==> src/rtl/safe_code_sequencer.sv <==
// Safe unlock sequencer: collects keypad digits, checks them against the
// stored code, drives the bolt and LEDs, and locks out after repeated failures.
//
// state     | meaning
// ----------+-----------------------------------------------------------
// IDLE      | locked, waiting for the first digit
// ENTRY     | collecting code digits, idle timeout running
// CHECK     | one-cycle compare of entered digits against code_reg
// OPEN      | bolt released, auto-relock timer running
// SET_NEW   | bolt released, collecting a replacement code
// LOCKOUT   | too many failures, keys ignored until timer expires
module safe_code_sequencer #(
    parameter int CODE_LEN       = 4,
    parameter int MAX_FAIL       = 3,
    parameter int TIMEOUT_CYCLES = 2000,
    parameter int UNLOCK_CYCLES  = 5000,
    parameter int LOCKOUT_CYCLES = 20000,
    parameter logic [4*CODE_LEN-1:0] DEFAULT_CODE = 16'h1234
) (
    input  logic       clk,
    input  logic       rst,
    input  logic       key_valid,
    input  logic [3:0] key_code,
    output logic       lock,
    output logic       green,
    output logic       blue,
    output logic       lockout,
    output logic [2:0] fail_cnt
);

    localparam int W       = 4 * CODE_LEN;
    localparam int CW      = $clog2(CODE_LEN + 1);
    localparam int MAX_A   = (TIMEOUT_CYCLES > UNLOCK_CYCLES) ? TIMEOUT_CYCLES : UNLOCK_CYCLES;
    localparam int MAX_CYC = (MAX_A > LOCKOUT_CYCLES) ? MAX_A : LOCKOUT_CYCLES;
    localparam int TW      = $clog2(MAX_CYC + 1);

    localparam logic [CW-1:0] FULL_CNT = CW'(CODE_LEN);
    localparam logic [2:0]    MAX_F    = 3'(MAX_FAIL);

    typedef enum logic [2:0] {
        S_IDLE, S_ENTRY, S_CHECK, S_OPEN, S_SET_NEW, S_LOCKOUT
    } state_t;

    typedef enum logic [1:0] {
        BUF_HOLD, BUF_CLEAR, BUF_LOAD, BUF_SHIFT
    } buf_op_t;

    state_t          state;
    state_t          state_nxt;
    buf_op_t         buf_op;
    logic            timer_clr;
    logic            code_wr;
    logic [2:0]      fail_nxt;
    logic [2:0]      fail_inc;
    logic [W-1:0]    code_reg;
    logic [W-1:0]    code_buf;
    logic [W+3:0]    buf_shifted;
    logic [CW-1:0]   dig_cnt;
    logic            overflow;
    logic [TW-1:0]   timer;
    logic            is_digit;
    logic            is_star;
    logic            is_hash;
    logic            entry_exp;
    logic            open_exp;
    logic            lock_exp;
    logic            full_ok;

    assign is_digit    = key_valid && (key_code <= 4'd9);
    assign is_star     = key_valid && (key_code == 4'hA);
    assign is_hash     = key_valid && (key_code == 4'hB);
    assign entry_exp   = (timer == TW'(TIMEOUT_CYCLES - 1));
    assign open_exp    = (timer == TW'(UNLOCK_CYCLES - 1));
    assign lock_exp    = (timer == TW'(LOCKOUT_CYCLES - 1));
    assign full_ok     = (dig_cnt == FULL_CNT) && !overflow;
    assign buf_shifted = {code_buf, key_code};
    assign fail_inc    = (fail_cnt >= MAX_F) ? MAX_F : fail_cnt + 3'd1;

    // State register
    always_ff @(posedge clk) begin
        if (rst) state <= S_IDLE;
        else     state <= state_nxt;
    end

    // Next-state and datapath control; timer expiry takes priority over keys
    always_comb begin
        state_nxt = state;
        buf_op    = BUF_HOLD;
        timer_clr = 1'b0;
        code_wr   = 1'b0;
        fail_nxt  = fail_cnt;
        case (state)
            S_IDLE: begin
                if (is_digit) begin
                    state_nxt = S_ENTRY;
                    buf_op    = BUF_LOAD;
                end
            end
            S_ENTRY: begin
                if (entry_exp) begin
                    state_nxt = S_IDLE;
                    buf_op    = BUF_CLEAR;
                end else if (is_digit) begin
                    buf_op    = BUF_SHIFT;
                    timer_clr = 1'b1;
                end else if (is_star) begin
                    buf_op    = BUF_CLEAR;
                end else if (is_hash) begin
                    state_nxt = S_CHECK;
                end
            end
            S_CHECK: begin
                buf_op = BUF_CLEAR;
                if (full_ok && (code_buf == code_reg)) begin
                    fail_nxt  = 3'd0;
                    state_nxt = S_OPEN;
                end else begin
                    fail_nxt  = fail_inc;
                    state_nxt = (fail_inc == MAX_F) ? S_LOCKOUT : S_IDLE;
                end
            end
            S_OPEN: begin
                if (open_exp || is_hash) begin
                    state_nxt = S_IDLE;
                end else if (is_star) begin
                    state_nxt = S_SET_NEW;
                    buf_op    = BUF_CLEAR;
                end
            end
            S_SET_NEW: begin
                if (entry_exp) begin
                    state_nxt = S_IDLE;
                    buf_op    = BUF_CLEAR;
                end else if (is_digit) begin
                    buf_op    = BUF_SHIFT;
                    timer_clr = 1'b1;
                end else if (is_hash || is_star) begin
                    code_wr   = is_hash && full_ok;
                    state_nxt = S_IDLE;
                    buf_op    = BUF_CLEAR;
                end
            end
            S_LOCKOUT: begin
                if (lock_exp) begin
                    state_nxt = S_IDLE;
                    fail_nxt  = 3'd0;
                end
            end
            default: state_nxt = S_IDLE;
        endcase
    end

    // Moore output decode from the state register
    always_comb begin
        lock    = !((state == S_OPEN) || (state == S_SET_NEW));
        green   = (state == S_OPEN) || (state == S_SET_NEW);
        blue    = (state == S_ENTRY) || (state == S_SET_NEW);
        lockout = (state == S_LOCKOUT);
    end

    // Digit buffer, stored code, failure counter and shared timer
    always_ff @(posedge clk) begin
        if (rst) begin
            code_reg <= DEFAULT_CODE;
            code_buf <= '0;
            dig_cnt  <= '0;
            overflow <= 1'b0;
            timer    <= '0;
            fail_cnt <= 3'd0;
        end else begin
            fail_cnt <= fail_nxt;
            if (code_wr) code_reg <= code_buf;
            case (buf_op)
                BUF_CLEAR: begin
                    code_buf <= '0;
                    dig_cnt  <= '0;
                    overflow <= 1'b0;
                end
                BUF_LOAD: begin
                    code_buf <= W'(key_code);
                    dig_cnt  <= CW'(1);
                    overflow <= 1'b0;
                end
                BUF_SHIFT: begin
                    code_buf <= buf_shifted[W-1:0];
                    if (dig_cnt == FULL_CNT) overflow <= 1'b1;
                    else                     dig_cnt  <= dig_cnt + CW'(1);
                end
                default: ;
            endcase
            // Expiry always forces a state change, so the timer never wraps
            if ((state_nxt != state) || timer_clr)
                timer <= '0;
            else if ((state != S_IDLE) && (state != S_CHECK))
                timer <= timer + TW'(1);
        end
    end

endmodule

==> config.mk <==
export PLATFORM = sky130hd
export DESIGN_NAME = safe_code_sequencer
export DESIGN_NICKNAME = d
export VERILOG_FILES = /design/src/rtl/safe_code_sequencer.sv
export SDC_FILE = /design/constraint.sdc
export NUM_CORES = 1
export LEC_CHECK = 0
export CAP_MARGIN = 20
export CORE_ASPECT_RATIO = 2
export CORE_UTILIZATION = 35
export DETAILED_ROUTE_END_ITERATION = 7
export PLACE_DENSITY = 0.53
export SLEW_MARGIN = 20
export SYNTH_ARGS = -nofsm -noshare
export SYNTH_HDL_FRONTEND = slang
export SYNTH_SLANG_ARGS = --single-unit
==> constraint.sdc <==
create_clock -name clk -period 4 [get_ports clk]
set_clock_uncertainty 0.15 [all_clocks]
set_input_delay 0.6 -clock clk [delete_from_list [all_inputs] [get_ports clk]]
set_output_delay 0.6 -clock clk [all_outputs]
set_load 0.05 [all_outputs]
==> results.py, run 1 <==
metrics = {
    "place": {
        "finalWeightedCongestion": 0.852,
        "post-place-ws_ns": 0.608,
        "port_buffers": 13,
        "dpl.hpwl_um": 5170,
        "dp.cells": 448,
    },
    "layout": {
        "layout.nets": 376,
        "nFillCells": 857,
        "areaGrowthSynthToFinish_pct": 16.5,
        "final_cells": 464,
        "diodes": 0,
        "drive_above_1_share": 0.139,
    },
    "die": {
        "ios": 14,
        "row_count": 47,
        "fp.dieW_um": 68.0,
        "initial_core_util": 0.365,
        "chipHeight_um": 134,
        "dieArea_sq_mm": 0.00912,
        "core_area_sq_mm": 0.00835,
    },
    "power_and_ir_drop": {
        "power_mw": 1.46,
        "power.static_leakage_nw": 1.45,
        "vdd_drop_max_v": 0.000214,
        "power.density_mw_per_mm2": 411,
    },
    "critical_path": {
        "crit_family": "simple AND/OR/NAND/NOR gates",
        "crit_path_end_kind": "register",
        "required_ns": 4.06,
        "reg2reg_slack_ns": 0.61,
        "path_max_fanout": 13,
        "crit_chain": "ha_1 > or4bb_1 > or4_4 > nand2_1 > a211oi_1 > inv_1 > ha_1 > buf_4 > inv_1 > nand3_1 > o21ai_0 > a22oi_1 > nor2_1",
        "path_buf_inv": 3,
        "startpoint_type": "register",
        "cp_data_arrival_time_ns": 3.45,
        "worstSetupPathType": "reg -> reg",
        "critPathMaxStageDelay_ns": 0.57,
        "slowest_stage": "or4bb_1",
    },
    "cts": {
        "path_clk_slew_ns": 0.05,
        "cts_root_buf": "clkbuf_16",
        "cts_sinks": 57,
        "clockBufferDepth": 2,
        "cts_buffers": 9,
        "clock_latency_ns": 0.33,
        "tritoncts": "yes",
        "post-cts-setup-buffers": 0,
        "htreeDepth": 3,
        "ctsResizeCount": 0,
        "ctsHoldBuffers": 0,
    },
    "timing": {
        "fin_ws_ns": 0.607,
        "max_freq_mhz": 295,
        "maxSlewHeadroom": 0.534,
        "rsz0062_at_grt": "no",
        "worstMarginPinSlew_ns": 0.691,
        "finalSetupViolCount": 0,
        "finalMaxSlewViolations": 0,
        "hold_violations": 0,
        "fin_crit_ns": 3.39,
        "fin_setup_tns_ns": 0,
        "period_share": 0.848,
    },
    "yosys": {
        "postSynthAreaPerCell_sq_um": 8.77,
        "syn_area_sq_mm": 0.00305,
        "synthArstFlopShare": 0,
        "synth.area.mux_share": 0.0525,
        "synth_top_family_by_area": "simple AND/OR/NAND/NOR gates",
        "synthTopCellsByArea": "dfxtp_1, nor2_1, xor2_1",
        "synth_top_area_cell": "dfxtp_1",
        "synth_edf_count": 0,
        "ys.flop_type": "dfxtp_1",
        "yosysSeqAreaShare": 0.374,
        "yosysWarnings": 0,
        "synth_compound_area_frac": 0.120,
        "ys_types": 62,
        "syn-instance-count": 348,
        "synthSimpleGateAreaFrac": 0.288,
        "ys_ff_latch": 57,
        "synth-xor-area-share": 0.0861,
        "synthAdderAreaFrac": 0.0328,
        "yosysTopAreaCellShare": 0.374,
        "synth_nets": 363,
    },
    "global_route": {
        "grt_pass1_vias": 2344,
        "grt_pass1_wl_um": 11400,
        "grt_usage": 0.173,
        "grt_overflow": 0,
        "grt_max_degree": 43,
        "antenna_found_initial": 0,
    },
    "drt": {
        "postRouteAntennaNets": 0,
        "first_pass_iters": 5,
        "num_vias": 2472,
        "routed_via_density": 5.33,
        "dr.first_iter.drc_count": 155,
        "routedWlPerCell_um": 15.3,
        "routed_wl_um": 7120,
        "drc_errors": 0,
    },
    "status": {
        "status": "completed",
    },
    "flow_run": {
        "cap_violations": 0,
    },
    "hold_path": {
        "hold_class": "reg -> reg",
    },
}
## routing by layer
| metal | wire length, um | global-route usage | vias up |
|---|---|---|---|
| li1 | - | - | 1228 |
| met1 | 2670 | 0.167 | 1167 |
| met2 | 3940 | 0.307 | 53 |
| met3 | 239 | 0.0374 | 24 |
| met4 | 266 | 0.118 | 0 |
| met5 | 0 | 0 | - |
## worst min-delay path, stage by stage, from the launching register on
cell      delay (ns)
dfxtp_1         0.33
mux2i_1         0.08
nand2b_1        0.06
## cell usage after synthesis, types with 2 or more instances
| cell | number |
|---|---|
| nor3_1 | 8 |
| a211oi_1 | 4 |
| or4bb_1 | 3 |
| dfxtp_1 | 57 |
| ha_1 | 8 |
| nand3_1 | 9 |
| xnor2_1 | 9 |
| a31oi_1 | 2 |
| nor4_1 | 3 |
| nor3b_1 | 6 |
| nand2_1 | 28 |
| inv_1 | 12 |
| xor2_1 | 21 |
| nor2_2 | 11 |
| clkbuf_1 | 9 |
| o21ai_0 | 4 |
| nand2b_1 | 5 |
| a22oi_1 | 13 |
| buf_6 | 3 |
| nor2b_1 | 2 |
| nor2_1 | 57 |
| a21oi_1 | 15 |
| mux2i_1 | 16 |
| nand4_1 | 5 |
## area by class of cell
| type | instances | area, sq um | area share |
|---|---|---|---|
| timing repair buffer | 18 | 168 | 0.0472 |
| sequential | 57 | 1140 | 0.321 |
| inverter | 12 | 45.0 | 0.0127 |
| multi-input combinational | 263 | 1770 | 0.497 |
| clock inverter | 6 | 82.6 | 0.0232 |
| tap | 98 | 123 | 0.0345 |
| clock buffer | 10 | 229 | 0.0644 |
## cells in the final DEF (no fill, tap or decap), types with 6 or more instances in the layout
cell,instances
inv_1,12
clkdlybuf4s50_1,13
nand3_1,9
clkbuf_16,9
nor3_1,8
nor2_2,11
xnor2_1,9
a21oi_1,15
a22oi_1,13
xor2_1,21
nor2_1,57
nand2_1,28
nor3b_1,6
mux2i_1,16
dfxtp_1,57
ha_1,8
## path summary, 6_finish.rpt
check	start	to	cells after the start
worst max-delay path	timer[0]$_SDFFE_PP0P_	dig_cnt[1]$_SDFFE_PP0P_	13
worst min-delay path	code_reg[12]$_SDFFE_PP1P_	code_reg[12]$_SDFFE_PP1P_	2
worst max register to register	timer[0]$_SDFFE_PP0P_	dig_cnt[1]$_SDFFE_PP0P_	13
worst min register to register	code_reg[12]$_SDFFE_PP1P_	code_reg[12]$_SDFFE_PP1P_	2
## where the power goes
| group | internal [mW] | total (mW) | switching, mW | leakage, nW |
|---|---|---|---|---|
| logic | 0.0289 | 0.0757 | 0.0468 | 0.843 |
| registers | 0.572 | 0.578 | 0.00580 | 0.460 |
| clock network | 0.541 | 0.806 | 0.265 | 0.152 |
| total | 1.14 | 1.46 | 0.317 | 1.45 |
## through the flow
| stage | hold WS, ns | util | area (sq um) |
|---|---|---|---|
| detailed placement | 0.341 | 0.388 | 3240 |
| finish | 0.350 | 0.426 | 3550 |
| floorplan | 0.318 | - | 3050 |
| global route | 0.382 | 0.426 | 3550 |
| global placement | 0.333 | 0.388 | 3240 |
| CTS | 0.358 | 0.426 | 3550 |
## cells by family after synthesis
kind of cell    count (synthesis)
mux                            16
fa+ha+maj                       8
xor+xnor                       30
compound gates                 49
flops                          57
simple gates                  160
buf+inv                        28
Power figures use the tool's default switching activity.
==> run 2, diff against run 1 <==
- PLACE_DENSITY: 0.53 -> 0.55
- clock period: 4 -> 3.1 ns (I/O delays scaled with it)
==> run 2 against run 1 <==
Critical path depth unchanged; register-to-register slack worse by 0.47 ns; worst hold slack about the same; final cell count up 2.2%; non-clock buffer count up 10; clock-buffer cell count rose by 1; critical endpoint unchanged; largest cell class unchanged; highest routed layer unchanged.
==> results.py, run 2 (same netlist as run 1, synthesis figures left out) <==
metrics = {
    "status": {
        "status": "completed",
    },
    "power_and_ir_drop": {
        "vdd_drop_max_v": 0.000258,
        "power.static_leakage_nw": 1.53,
        "power.density_mw_per_mm2": 537,
        "power_mw": 2.00,
    },
    "timing": {
        "period_share": 0.956,
        "hold_violations": 0,
        "worstMarginPinSlew_ns": 0.653,
        "finalMaxSlewViolations": 0,
        "fin_ws_ns": 0.136,
        "max_freq_mhz": 337,
        "fin_setup_tns_ns": 0,
        "maxSlewHeadroom": 0.564,
        "fin_crit_ns": 2.96,
        "finalSetupViolCount": 0,
        "rsz0062_at_grt": "no",
    },
    "layout": {
        "drive_above_1_share": 0.176,
        "layout.nets": 386,
        "diodes": 0,
        "final_util": 0.446,
        "layout_commonest_cell": "dfxtp_1",
        "areaGrowthSynthToFinish_pct": 22.0,
        "most-common-layout-cells": "dfxtp_1, nor2_1, nand2_1, xor2_1, mux2i_1",
    },
    "global_route": {
        "antenna_found_initial": 0,
        "grt_pass1_vias": 2435,
        "grt_usage": 0.173,
        "grt_overflow": 0,
        "grt_max_degree": 42,
        "grt_pass1_wl_um": 11500,
    },
    "cts": {
        "tritoncts": "yes",
        "cts_buffers": 9,
        "cts_sinks": 57,
        "clockBufferDepth": 2,
        "htreeDepth": 3,
        "ctsResizeCount": 0,
        "cts_root_buf": "clkbuf_16",
        "path_clk_slew_ns": 0.05,
        "ctsHoldBuffers": 0,
        "post-cts-setup-buffers": 0,
        "clock_latency_ns": 0.33,
    },
    "drt": {
        "num_vias": 2473,
        "drc_errors": 0,
        "routed_via_density": 5.22,
        "routedWlPerCell_um": 15.1,
        "postRouteAntennaNets": 0,
        "first_pass_iters": 4,
        "routed_wl_um": 7140,
        "dr.first_iter.drc_count": 113,
    },
    "critical_path": {
        "cp_data_arrival_time_ns": 3.01,
        "path_max_fanout": 24,
        "startpoint_type": "register",
        "crit_path_end_kind": "register",
        "required_ns": 3.15,
        "worstSetupPathType": "reg -> reg",
    },
    "place": {
        "dpl.hpwl_um": 5220,
        "port_buffers": 13,
        "post-place-ws_ns": -0.167,
        "finalWeightedCongestion": 0.871,
    },
    "die": {
        "initial_core_util": 0.365,
        "ios": 14,
        "core_area_sq_mm": 0.00835,
        "row_count": 47,
        "fp.dieW_um": 68.0,
        "chipHeight_um": 134,
        "dieArea_sq_mm": 0.00912,
    },
    "flow_run": {
        "cap_violations": 0,
    },
    "hold_path": {
        "hold_class": "reg -> reg",
    },
}
## run 2: cell types whose count changed in the layout (fill, tap and decap cells not counted), sizes merged
cell,change
buf,+10
bufinv,+1
clkbuf,+1
clkinv,-2
## run 2: per-stage QoR
| step | instance area [sq um] | hold slack [ns] | cells |
|---|---|---|---|
| 2_1_floorplan | 3050 | 0.318 | 348 |
| 3_3_place_gp | 3330 | 0.334 | 458 |
| 3_5_place_dp | 3330 | 0.341 | 458 |
| 4_1_cts | 3670 | 0.352 | 474 |
| 5_1_grt | 3720 | 0.383 | 474 |
| 6_report | 3720 | 0.350 | 474 |
## run 2: cell type report
| type | instances | area (sq um) |
|---|---|---|
| Inverter | 12 | 45.0 |
| Multi-Input combinational cell | 263 | 1800 |
| Clock inverter | 5 | 103 |
| Clock buffer | 11 | 243 |
| Timing Repair Buffer | 28 | 268 |
| Tap cell | 98 | 123 |
| Sequential cell | 57 | 1140 |
| Fill cell | 834 | 4630 |
## run 2: layer usage
layer | routed length, um | GRT usage | share of wire
met1 | 2790 | 0.169 | 0.39
met2 | 3720 | 0.296 | 0.52
met3 | 229 | 0.0425 | 0.032
met4 | 399 | 0.132 | 0.056
met5 | 0 | 0 | 0
## run 2: power breakdown
part	switching [mW]	internal [mW]	leakage [nW]
Sequential	0.00568	0.738	0.460
Combinational	0.0671	0.0460	0.902
Clock	0.338	0.804	0.166
## run 2: worst paths after layout
| kind | end | startpoint | cells after the start | slack, ns |
|---|---|---|---|---|
| worst max-delay path | dig_cnt[1]$_SDFFE_PP0P_ | timer[0]$_SDFFE_PP0P_ | 13 | 0.14 |
| worst min register to register | code_reg[5]$_SDFFE_PP1P_ | code_reg[5]$_SDFFE_PP1P_ | 2 | 0.35 |
| worst min-delay path | code_reg[5]$_SDFFE_PP1P_ | code_reg[5]$_SDFFE_PP1P_ | 2 | 0.35 |
| worst max register to register | dig_cnt[1]$_SDFFE_PP0P_ | timer[0]$_SDFFE_PP0P_ | 13 | 0.14 |
## run 2: critical path, stage by stage (launching register included)
cell and delay (ns):
dfxtp_1 0.40, ha_4 0.18, or4bb_4 0.55, or4_4 0.44, nand2_1 0.09, a211oi_1 0.10, inv_1 0.09, ha_2 0.21
buf_12 0.17, inv_1 0.08, nand3_1 0.06, o21ai_0 0.10, a22oi_1 0.15, nor2_1 0.05
